File: src/rtl/cpu_step_ctrl.sv
// cpu_step_ctrl -- debug sequencer between board buttons and the multicycle
// RISC-V core. Turns debounced button levels into a clock-enable stream that
// gates every state register in the core, and counts cycles/instructions.
//
// Advance modes: cycle step (one CU state per press), instruction step (run
// until the CU returns to Fetch, bounded by STEP_TIMEOUT) and free run
// (until the run button is pressed again or a PC breakpoint is hit).
//
// Optional feature macro: STEP_CTRL_BP_EN -- when defined, the PC breakpoint
// logic is present; when undefined, bp_match/bp_hit are tied low and
// pc/bp_addr/bp_en are ignored.
//
// Ports:
//   clk, rst        single clock, synchronous active-high reset
//   btn_step        debounced step button level
//   btn_run         debounced run/halt toggle button level
//   mode_instr      1 = instruction step, 0 = cycle step (used on step press)
//   cu_state        current CU state from the core
//   pc              current PC from the core
//   bp_addr, bp_en  breakpoint address / enable
//   cnt_clr         synchronous clear of both counters
//   cpu_ce          core clock enable (Mealy)
//   halted          controller is in HALT
//   bp_hit          sticky: run stopped on the breakpoint
//   timeout         sticky: instruction step hit STEP_TIMEOUT
//   cycle_cnt       enabled cycles
//   instr_cnt       Fetch states executed
module cpu_step_ctrl #(
  parameter logic [3:0] FETCH_STATE  = 4'b0001,
  parameter int         STEP_TIMEOUT = 16,
  parameter int         CNT_W        = 32
) (
  input  logic             clk,
  input  logic             rst,
  input  logic             btn_step,
  input  logic             btn_run,
  input  logic             mode_instr,
  input  logic [3:0]       cu_state,
  input  logic [31:0]      pc,
  input  logic [31:0]      bp_addr,
  input  logic             bp_en,
  input  logic             cnt_clr,
  output logic             cpu_ce,
  output logic             halted,
  output logic             bp_hit,
  output logic             timeout,
  output logic [CNT_W-1:0] cycle_cnt,
  output logic [CNT_W-1:0] instr_cnt
);

  typedef enum logic [1:0] {HALT, STEP_CYC, STEP_INS, RUN} state_t;

  localparam logic [7:0] STEP_LAST = 8'(STEP_TIMEOUT - 1);

  state_t     state, state_nxt;
  logic       step_q, run_q;
  logic       rise_step, rise_run;
  logic       first;
  logic [7:0] step_cnt;
  logic       is_fetch, bp_match;
  logic       ins_stop, run_stop;
  logic       enter, set_bp, set_to;

  assign rise_step = btn_step & ~step_q;
  assign rise_run  = btn_run  & ~run_q;
  assign is_fetch  = (cu_state == FETCH_STATE);

`ifdef STEP_CTRL_BP_EN
  assign bp_match = bp_en & is_fetch & (pc == bp_addr);
`else
  logic unused_bp;
  assign unused_bp = ^{pc, bp_addr, bp_en};
  assign bp_match  = 1'b0;
`endif

  // 'first' masks the stop condition on the first enabled cycle so a step
  // or run started at Fetch (or parked on the breakpoint) still makes progress.
  assign ins_stop = is_fetch & ~first;
  assign run_stop = bp_match & ~first;

  always_comb begin
    state_nxt = state;
    cpu_ce    = 1'b0;
    enter     = 1'b0;
    set_bp    = 1'b0;
    set_to    = 1'b0;
    case (state)
      HALT: begin
        if (rise_run) begin
          state_nxt = RUN;
          enter     = 1'b1;
        end else if (rise_step) begin
          if (mode_instr) begin
            state_nxt = STEP_INS;
            enter     = 1'b1;
          end else begin
            state_nxt = STEP_CYC;
          end
        end
      end
      STEP_CYC: begin
        cpu_ce    = 1'b1;
        state_nxt = HALT;
      end
      STEP_INS: begin
        cpu_ce = ~ins_stop;
        if (ins_stop) begin
          state_nxt = HALT;
        end else if (step_cnt == STEP_LAST) begin
          // this enabled cycle is the last one allowed
          state_nxt = HALT;
          set_to    = 1'b1;
        end
      end
      RUN: begin
        cpu_ce = ~run_stop;
        if (run_stop) begin
          state_nxt = HALT;
          set_bp    = 1'b1;
        end else if (rise_run) begin
          state_nxt = HALT;
        end
      end
      default: state_nxt = HALT;
    endcase
  end

  always_ff @(posedge clk) begin
    if (rst) begin
      state    <= HALT;
      step_q   <= 1'b1;  // held-through-reset buttons produce no edge
      run_q    <= 1'b1;
      first    <= 1'b0;
      step_cnt <= '0;
      timeout  <= 1'b0;
    end else begin
      state  <= state_nxt;
      step_q <= btn_step;
      run_q  <= btn_run;
      if (enter) begin
        first    <= 1'b1;
        step_cnt <= '0;
        timeout  <= 1'b0;
      end else begin
        if (cpu_ce) first <= 1'b0;
        if (cpu_ce && state == STEP_INS) step_cnt <= step_cnt + 8'd1;
        if (set_to) timeout <= 1'b1;
      end
    end
  end

`ifdef STEP_CTRL_BP_EN
  always_ff @(posedge clk) begin
    if (rst)         bp_hit <= 1'b0;
    else if (enter)  bp_hit <= 1'b0;
    else if (set_bp) bp_hit <= 1'b1;
  end
`else
  logic unused_set_bp;
  assign unused_set_bp = set_bp;
  assign bp_hit        = 1'b0;
`endif

  always_ff @(posedge clk) begin
    if (rst || cnt_clr) begin
      cycle_cnt <= '0;
      instr_cnt <= '0;
    end else if (cpu_ce) begin
      cycle_cnt <= cycle_cnt + 1'b1;
      if (is_fetch) instr_cnt <= instr_cnt + 1'b1;
    end
  end

  assign halted = (state == HALT);

endmodule

File: config.mk
export PLATFORM = sky130hd
export DESIGN_NAME = cpu_step_ctrl
export DESIGN_NICKNAME = d
export VERILOG_FILES = /design/src/rtl/cpu_step_ctrl.sv
export SDC_FILE = /design/constraint.sdc
export NUM_CORES = 1
export LEC_CHECK = 0
export ABC_CLOCK_PERIOD_IN_PS = 5310
export CAP_MARGIN = 30
export CORE_MARGIN = 4
export CORE_UTILIZATION = 48
export CTS_CLUSTER_DIAMETER = 30
export DETAILED_ROUTE_END_ITERATION = 10
export HOLD_SLACK_MARGIN = 0.02
export PLACE_DENSITY = 0.94
export SYNTH_ARGS = -nofsm -noshare
export SYNTH_HDL_FRONTEND = slang
export SYNTH_SLANG_ARGS = --single-unit
export TNS_END_PERCENT = 30
File: constraint.sdc
create_clock -name clk -period 5.31 [get_ports clk]
set_input_delay 1.062 -clock clk [delete_from_list [all_inputs] [get_ports clk]]
set_output_delay 1.062 -clock clk [all_outputs]
set_load 0.05 [all_outputs]
==> results of run 1 <==
==> synth_stat cells (all sizes together), types with 2 or more instances <==
cell type	instances
a31oi	2
xor2	7
nand4	20
mux2i	4
a21boi	2
nor2	23
o21ai	22
inv	12
nand2	27
dfxtp	78
or4	39
clkbuf	24
buf	5
nor4	7
xnor2	7
o31ai	34
nand2b	2
o211ai	2
and3	4
nor3	3
a21oi	56
nand3	22
or2	5
o2111ai	5
ha	3
or3	20
and4	8
a21o	2
and2	3
==> state kept, by name, summed over array words and instances, names as in the netlist <==
| register | count |
|---|---|
| state | 2 |
| cycle_cnt | 32 |
| step_cnt | 8 |
| first | 1 |
| instr_cnt | 32 |
| step_q | 1 |
| timeout | 1 |
| run_q | 1 |
==> power groups by stage <==
stage                     logic (W)  clock network [W]  registers [W]
after CTS                 0.0000633           0.000496       0.000597
after global placement    0.0000585                  0       0.000610
final                     0.0000634           0.000491       0.000597
after global routing      0.0000686           0.000521       0.000598
after floorplan           0.0000430                  0       0.000607
after detailed placement  0.0000628                  0       0.000610
==> layout make-up <==
type | instances | area [sq um] | area share [%]
Clock buffer | 11 | 151.4 | 3.119
Clock inverter | 4 | 70.07 | 1.443
Inverter | 12 | 45.04 | 0.9278
Multi-Input combinational cell | 339 | 2103 | 43.32
Sequential cell | 78 | 1562 | 32.16
Tap cell | 102 | 127.6 | 2.629
Timing Repair Buffer | 78 | 795.8 | 16.39
==> final timing paths <==
kind	cells past startpoint	to	slack, ns	from
hold / removal	2	cycle_cnt[31]	0.48	cycle_cnt[31]
setup reg to reg	4	instr_cnt[28]	2.91	instr_cnt[4]
hold reg to reg	2	cycle_cnt[31]	0.48	cycle_cnt[31]
setup / recovery	5	cpu_ce	0.94	cu_state[1]
==> worst max-delay path: stages <==
cell and delay [ns]:
clkdlybuf4s50_1 0.43, or4b_4 0.65, o21ai_0 0.34, nand2_1 0.11
clkdlybuf4s50_1 0.71
==> per-stage QoR <==
stage	setup WS [ns]	instance area [sq um]	power, W	std cells	util (%)
4_1_cts	0.9560	4855	0.001156	624	62.82
3_3_place_gp	0.9727	4606	0.0006686	608	59.60
5_1_grt	0.8456	4855	0.001188	624	62.82
6_report	0.9402	4855	0.001151	624	62.82
3_5_place_dp	0.9668	4633	0.0006731	609	59.96
2_1_floorplan	1.855	3831	0.0006503	458	-
==> logic make-up (layout without fill, tap and decap cells) <==
| family | after synthesis | after routing | synth area share [%] |
|---|---|---|---|
| buffers and inverters | 41 | 105 | 4.344 |
| muxes | 4 | 4 | 1.045 |
| AOI/OAI and AO/OA | 130 | 130 | 20.67 |
| and+or+nand+nor | 187 | 187 | 28.90 |
| xor gates and xnor gates | 14 | 14 | 3.201 |
| other | 1 | 1 | 0.09788 |
| adders and majority gates | 3 | 3 | 0.9799 |
| DFF | 78 | 78 | 40.76 |
==> per-layer routing <==
layer	GRT usage [%]	wire length [um]
met1	23.82	4067
met2	35.77	4970
met3	4.307	464
met4	6.496	121
met5	0	0
==> flow_summary.toml, run 1 <==
[outcome]
status = "completed"

[yosys]
ys_seq_area_share_pct = 40.76
yosysTopAreaCell = "dfxtp_1"
synth_edf_count = 0
ys_seq_elements = 78
syn_nets = 536
syn_area_per_cell_sq_um = 8.365
yosysTopAreaCellShare_pct = 40.76
synth_ff_type = "dfxtp_1"
post_synth_main_area_contributors = "dfxtp_1 (41%), or4_1 (7.4%), a21oi_1 (7.3%)"
yosysWarnings = 0
postSynthCellCount = 458
synth_area_sq_um = 3831
synthArstFlopShare_pct = 0
synth_cell_types = 43

[drt]
wire_per_inst_um = 15.42
vias = 3830
post-route-drc-count = 0
wl_mm = 9.624
drt_iter0_markers = 220
via_per_inst = 6.138
dr.pass1.iters = 4
antenna_left = 0

[timing]
final_max_slew_viol_count = 0
max_freq_mhz = 228.8
final-setup-viol-count = 0
whs_ns = 0.4756
hold_viol = 0
rsz0062_at_grt = "false"
worst_pin_slew_ns = 0.8567
finalCritPeriodShare_pct = 82.29
relSlewSlack_pct = 42.73
finClkSkew_ns = 0.009869
setup_total_negative_slack_ns = 0
layout_min_cycle_time_ns = 4.370

[grt]
antenna_found_initial = 0
grt_usage_pct = 20.02
grt_overflow = 0
first_global_vias = 3624
grt_pass1_wl_mm = 16.24
grt_max_degree = 32

[worst_hold_path]
hold_path.class = "reg2reg"

[floorplanning]
die_x_um = 97.34
start_util_pct = 49.58
die-area_sq_um = 9475
rows = 32
core_sq_um = 7727
ios = 143
die_h_um = 97.34

[cells_and_area]
final_layout_size_suffix_gt1_share_pct = 4.981
layout_common_cells = "dfxtp_1 (78), clkdlybuf4s50_1 (76), a21oi_1 (56)"
n_antenna_cell = 0
nFillCells = 632
areaGrowthSynthToFinish_pct = 26.71
mostFrequentLayoutCell = "dfxtp_1"
layout.nets = 596

[critical_path]
path_max_fanout = 14
critPathArrivalTime_ns = 3.31
required_ns = 4.25
critPathLaunchType = "primary input"
critPathKind = "in2out"
setup.worst_path.end_class = "output pin"

[clock_tree]
cts_sinks = 78
cts_hold_buf = 0
tritoncts = "done"
clkLatencyLatePin_ns = 0.34
cts_buffers = 9
cts_resized = 0
clkTransAtPathRegs_ns = 0.07
htree_levels = 3
clockBufferDepth = 2
postCtsSetupBuffers = 0
root_buffer = "clkbuf_8"

[run]
cap_violations = 0

[power]
p_leak_nw = 1.402
clkPwrFrac_pct = 42.7
seqPwrFrac_pct = 51.8
p_comb_share_pct = 5.5
p_per_area_nw_per_um2 = 237.1
p_int_w = 0.0008979
swShare_pct = 22.00
p_sw_w = 0.0002533
peakVddDrop_v = 0.0001659

[placement]
place.gp.congestion = 0.8017
port_buffers = 76
place_hpwl_mm = 6.811
(Power assumes the default switching activity.)
==> inputs of run 2 (changes only) <==
- ABC_CLOCK_PERIOD_IN_PS: 5310 -> 4000
- CORE_UTILIZATION: 48 -> 40
- PLACE_DENSITY: 0.94 -> 0.84
- clock period: 5.31 -> 4 ns (I/O delays scaled with it)
==> run 2 against run 1 <==
  * Power up 33%
  * Design area rose by 0.41%
  * Non-clock buffer count grew 1
  * Global-route usage is 2.7 points lower
  * Highest routed layer unchanged
  * Clock skew fell by 0.0020 ns
  * Hold slack better by 0.014 ns
  * Combinational power is 29% higher
==> flow_summary.toml, run 2 (synthesized netlist as in run 1, its figures left out) <==
[cells_and_area]
layout_common_cells = "dfxtp_1 (78), clkdlybuf4s50_1 (75), a21oi_1 (56)"
final_util_pct = 52.51
regArea_sq_um = 1562
nFillCells = 874
areaGrowthSynthToFinish_pct = 27.24
largestRegisters = "cycle_cnt: 32 flops, instr_cnt: 32 flops, step_cnt: 8 flops"
n_antenna_cell = 0
final_layout_size_suffix_gt1_share_pct = 5.534
layout.nets = 597
multi_input_area_sq_um = 2103
mostFrequentLayoutCell = "dfxtp_1"

[grt]
grt_overflow = 0
grt_pass1_wl_mm = 15.98
grt_max_degree = 38
antenna_found_initial = 0
grt_usage_pct = 17.30
first_global_vias = 3464

[drt]
post-route-drc-count = 0
via_per_inst = 5.913
wire_per_inst_um = 14.88
dr.pass1.iters = 4
antenna_left = 0
wl_mm = 9.714
vias = 3861
drt_iter0_markers = 202

[power]
peakVddDrop_v = 0.0001892
p_leak_nw = 1.393
p_per_area_nw_per_um2 = 314.9

[timing]
setup_total_negative_slack_ns = 0
worst_pin_slew_ns = 0.8516
finClkSkew_ns = 0.007888
relSlewSlack_pct = 43.07
layout_min_cycle_time_ns = 3.341
finalCritPeriodShare_pct = 83.52
rsz0062_at_grt = "false"
max_freq_mhz = 299.3
final_max_slew_viol_count = 0
final-setup-viol-count = 0
hold_viol = 0

[critical_path]
reg2reg_setup_slack_ns = 1.59
setup.worst_path.end_class = "output pin"
cp_top_family = "simple AND/OR/NAND/NOR gates"
critPathArrivalTime_ns = 2.54
critPathKind = "in2out"
r2r_end = "cycle_cnt[31]"
critPathLaunchType = "primary input"
reg2reg_depth = 4
r2r_start = "state[0]"
cpPeakStageDelay_ns = 0.65
worstPathCellList = "clkdlybuf4s50_1, or4b_4, o21ai_0, nand2_1, buf_4"
crit_buf_inv = 2
slowest_stage = "or4b_4"
required_ns = 3.20
path_max_fanout = 14

[clock_tree]
cts_hold_buf = 0
postCtsSetupBuffers = 0
root_buffer = "clkbuf_8"
cts_resized = 0
clkLatencyLatePin_ns = 0.35
clockBufferDepth = 2
cts_buffers = 9
tritoncts = "done"
clkTransAtPathRegs_ns = 0.08
htree_levels = 3
cts_sinks = 78

[floorplanning]
die-area_sq_um = 11210
rows = 35
core_sq_um = 9284
die_h_um = 105.9
start_util_pct = 41.27
ios = 143
die_x_um = 105.9

[worst_hold_path]
min_path_cells = 2
hold_end = "instr_cnt[31]"
hold_path.class = "reg2reg"
min_from = "instr_cnt[31]"

[outcome]
status = "completed"

[run]
cap_violations = 0

[placement]
port_buffers = 76
place.gp.congestion = 0.8255
place_hpwl_mm = 7.013
==> run 2: cell types whose count changed in the layout (fill, tap and decap cells not counted) <==
cell,change
buf_4,+3
clkinvlp_4,+2
buf_16,-1
clkbuf_8,-1
clkdlybuf4s50_1,-1
==> run 2: layout make-up <==
class                           count  area share [%]
Clock buffer                       10           2.823
Multi-Input combinational cell    339           43.15
Timing Repair Buffer               79           16.02
Sequential cell                    78           32.03
Clock inverter                      6           1.745
Inverter                           12          0.9240
Tap cell                          129           3.311
==> run 2: worst register-to-register path, cell delays in order (launching register included) <==
cell and delay [ns]:
dfxtp_1 0.63, nor2_1 0.14, a2111o_1 0.76, nor4_1 0.57, mux2i_1 0.25
==> run 2: how the worst max path moves through the flow <==
stage | cells past startpoint | end | from
2_1_floorplan | 4 | cpu_ce | cu_state[1]
3_3_place_gp | 5 | cpu_ce | cu_state[1]
3_5_place_dp | 5 | instr_cnt[28] | cu_state[1]
4_1_cts | 5 | cpu_ce | cu_state[1]
5_1_grt | 5 | cpu_ce | cu_state[1]
6_report | 5 | cpu_ce | cu_state[1]
==> run 2: report_power, final <==
part	switching, W	total [W]	internal, W
clock	0.000294	0.000660	0.000366
sequential	0.0000116	0.000793	0.000781
combinational	0.0000533	0.0000818	0.0000285
total	0.000359	0.00154	0.00118
==> run 2: metrics by stage <==
step	hold WS (ns)	cells	setup WS, ns	cell area, sq um	total power (W)
after floorplan	0.4520	458	1.069	3831	0.0008633
after global placement	0.4624	637	0.7176	4652	0.0008891
after detailed placement	0.4784	637	0.6924	4652	0.0008922
after CTS	0.4926	653	0.6914	4875	0.001551
after global routing	0.5155	653	0.5949	4875	0.001592
final	0.4897	653	0.6593	4875	0.001535
==> run 2: layer usage <==
metal,routed length [um],global-route usage (%),vias up
li1,-,-,1889
met5,0,0,-
met1,4240,20.31,1859
met3,600,5.756,12
met4,116,4.903,0
met2,4757,30.01,101
==> inputs of run 3 (changes only) <==
- ABC_CLOCK_PERIOD_IN_PS: 4000 -> 3000
- clock period: 4 -> 3 ns (I/O delays scaled with it)
==> run 3 against run 2 <==
  * Hold slack worse by 0.015 ns
  * Non-clock buffer count rose by 8
  * Power rose by 33%
  * Global-route usage increased by 0.35 points
  * Sequential cell count is the same
  * Clock skew up 0.0020 ns
  * Setup slack worse by 0.50 ns
  * Largest cell class unchanged
==> flow_summary.toml, run 3 (synthesized netlist as in run 1, its figures left out) <==
[outcome]
status = "completed"

[clock_tree]
clockBufferDepth = 2
root_buffer = "clkbuf_8"
tritoncts = "done"
clkTransAtPathRegs_ns = 0.08
cts_buffers = 9
cts_sinks = 78
postCtsSetupBuffers = 0
htree_levels = 3
clkLatencyLatePin_ns = 0.35

[worst_hold_path]
hold_end = "cycle_cnt[31]"
hold_path.class = "reg2reg"
min_path_cells = 2
min_from = "cycle_cnt[31]"

[grt]
first_global_vias = 3620
grt_pass1_wl_mm = 16.50
grt_usage_pct = 17.65
antenna_found_initial = 0
grt_max_degree = 28
grt_overflow = 0

[critical_path]
critPathArrivalTime_ns = 2.24
r2r_start = "instr_cnt[4]"
r2r_end = "instr_cnt[28]"
critPathKind = "in2out"
setup.worst_path.end_class = "output pin"
path_max_fanout = 7
required_ns = 2.40
critPathLaunchType = "primary input"
reg2reg_depth = 4
reg2reg_setup_slack_ns = 0.61

[cells_and_area]
n_antenna_cell = 0
mostFrequentLayoutCell = "dfxtp_1"
final_layout_size_suffix_gt1_share_pct = 6.955
layout.nets = 605
areaGrowthSynthToFinish_pct = 29.13
largestRegisters = "cycle_cnt: 32 flops, instr_cnt: 32 flops, step_cnt: 8 flops"
layout_common_cells = "dfxtp_1 (78), clkdlybuf4s50_1 (75), a21oi_1 (56)"

[drt]
wire_per_inst_um = 15.17
drt_iter0_markers = 243
via_per_inst = 5.900
dr.pass1.iters = 5
wl_mm = 10.03
post-route-drc-count = 0
antenna_left = 0
vias = 3900

[timing]
relSlewSlack_pct = 52.55
finClkSkew_ns = 0.009879
max_freq_mhz = 351.5
final-setup-viol-count = 0
whs_ns = 0.4748
worst_pin_slew_ns = 0.7118
setup_total_negative_slack_ns = 0
final_max_slew_viol_count = 0
rsz0062_at_grt = "false"
finalCritPeriodShare_pct = 94.83
timing.final.ws_setup_ns = 0.1551
layout_min_cycle_time_ns = 2.845
hold_viol = 0

[floorplanning]
core_sq_um = 9284
ios = 143
die_h_um = 105.9
start_util_pct = 41.27
rows = 35
die_x_um = 105.9
die-area_sq_um = 11210

[placement]
place.gp.congestion = 0.8418
place_ws_ns = -0.05338
place_hpwl_mm = 7.117
port_buffers = 76

[power]
p_comb_share_pct = 5.5
seqPwrFrac_pct = 51.6
p_int_w = 0.001570
p_per_area_nw_per_um2 = 413.8
clkPwrFrac_pct = 42.9
peakVddDrop_v = 0.0002912
swShare_pct = 23.29
p_sw_w = 0.0004767
p_total_w = 0.002047
p_leak_nw = 1.434

[run]
cap_violations = 0
run 3: how the worst max path moves through the flow:
stage / from / endpoint / slack [ns] / cells after the start
floorplan: cu_state[1] / cpu_ce / 0.47 / 4
global placement: cu_state[1] / instr_cnt[26] / 0.03 / 5
detailed placement: cu_state[1] / instr_cnt[30] / -0.05 / 5
CTS: cu_state[1] / cpu_ce / 0.09 / 6
global route: cu_state[1] / cpu_ce / 0.07 / 6
finish: cu_state[1] / cpu_ce / 0.16 / 6
run 3: routing by layer:
layer | global-route usage [%] | wire [um]
met1 | 20.33 | 4309
met5 | 0 | 0
met2 | 31.92 | 5113
met3 | 4.899 | 555
met4 | 4.810 | 48
run 3: power groups by stage:
| stage | Clock [W] | Combinational, W | Sequential, W |
|---|---|---|---|
| floorplan | 0 | 0.0000762 | 0.00107 |
| global placement | 0 | 0.000108 | 0.00108 |
| detailed placement | 0 | 0.000110 | 0.00108 |
| CTS | 0.000903 | 0.000111 | 0.00106 |
| global route | 0.000940 | 0.000121 | 0.00106 |
| finish | 0.000879 | 0.000112 | 0.00106 |
run 3: timing repair:
| item | in CTS | in global routing |
|---|---|---|
| hold buffers | 0 | 0 |
| hold endpoints to repair | 0 | 0 |
| endpoints found under the setup margin | 0 | 1 |
| gates resized for setup | 0 | 1 |
run 3: worst max-delay path: stages:
cell	delay, ns
clkdlybuf4s50_1	0.44
or4b_4	0.58
buf_4	0.18
o21ai_1	0.15
nand2_1	0.10
buf_4	0.20
run 3: metrics by stage:
step / cells / utilization, % / area (sq um)
2_1_floorplan: 458 / - / 3831
3_3_place_gp: 645 / 50.89 / 4725
3_5_place_dp: 645 / 50.89 / 4725
4_1_cts: 661 / 53.29 / 4947
5_1_grt: 661 / 53.29 / 4947
6_report: 661 / 53.29 / 4947
run 3: area by class of cell:
class / instances / area [sq um]
multi-input combinational: 339 / 2103
tap: 129 / 161.4
fill: 879 / 4337
clock buffer: 10 / 137.6
clock inverter: 6 / 85.08
sequential: 78 / 1562
timing repair buffer: 87 / 853.3
inverter: 12 / 45.04
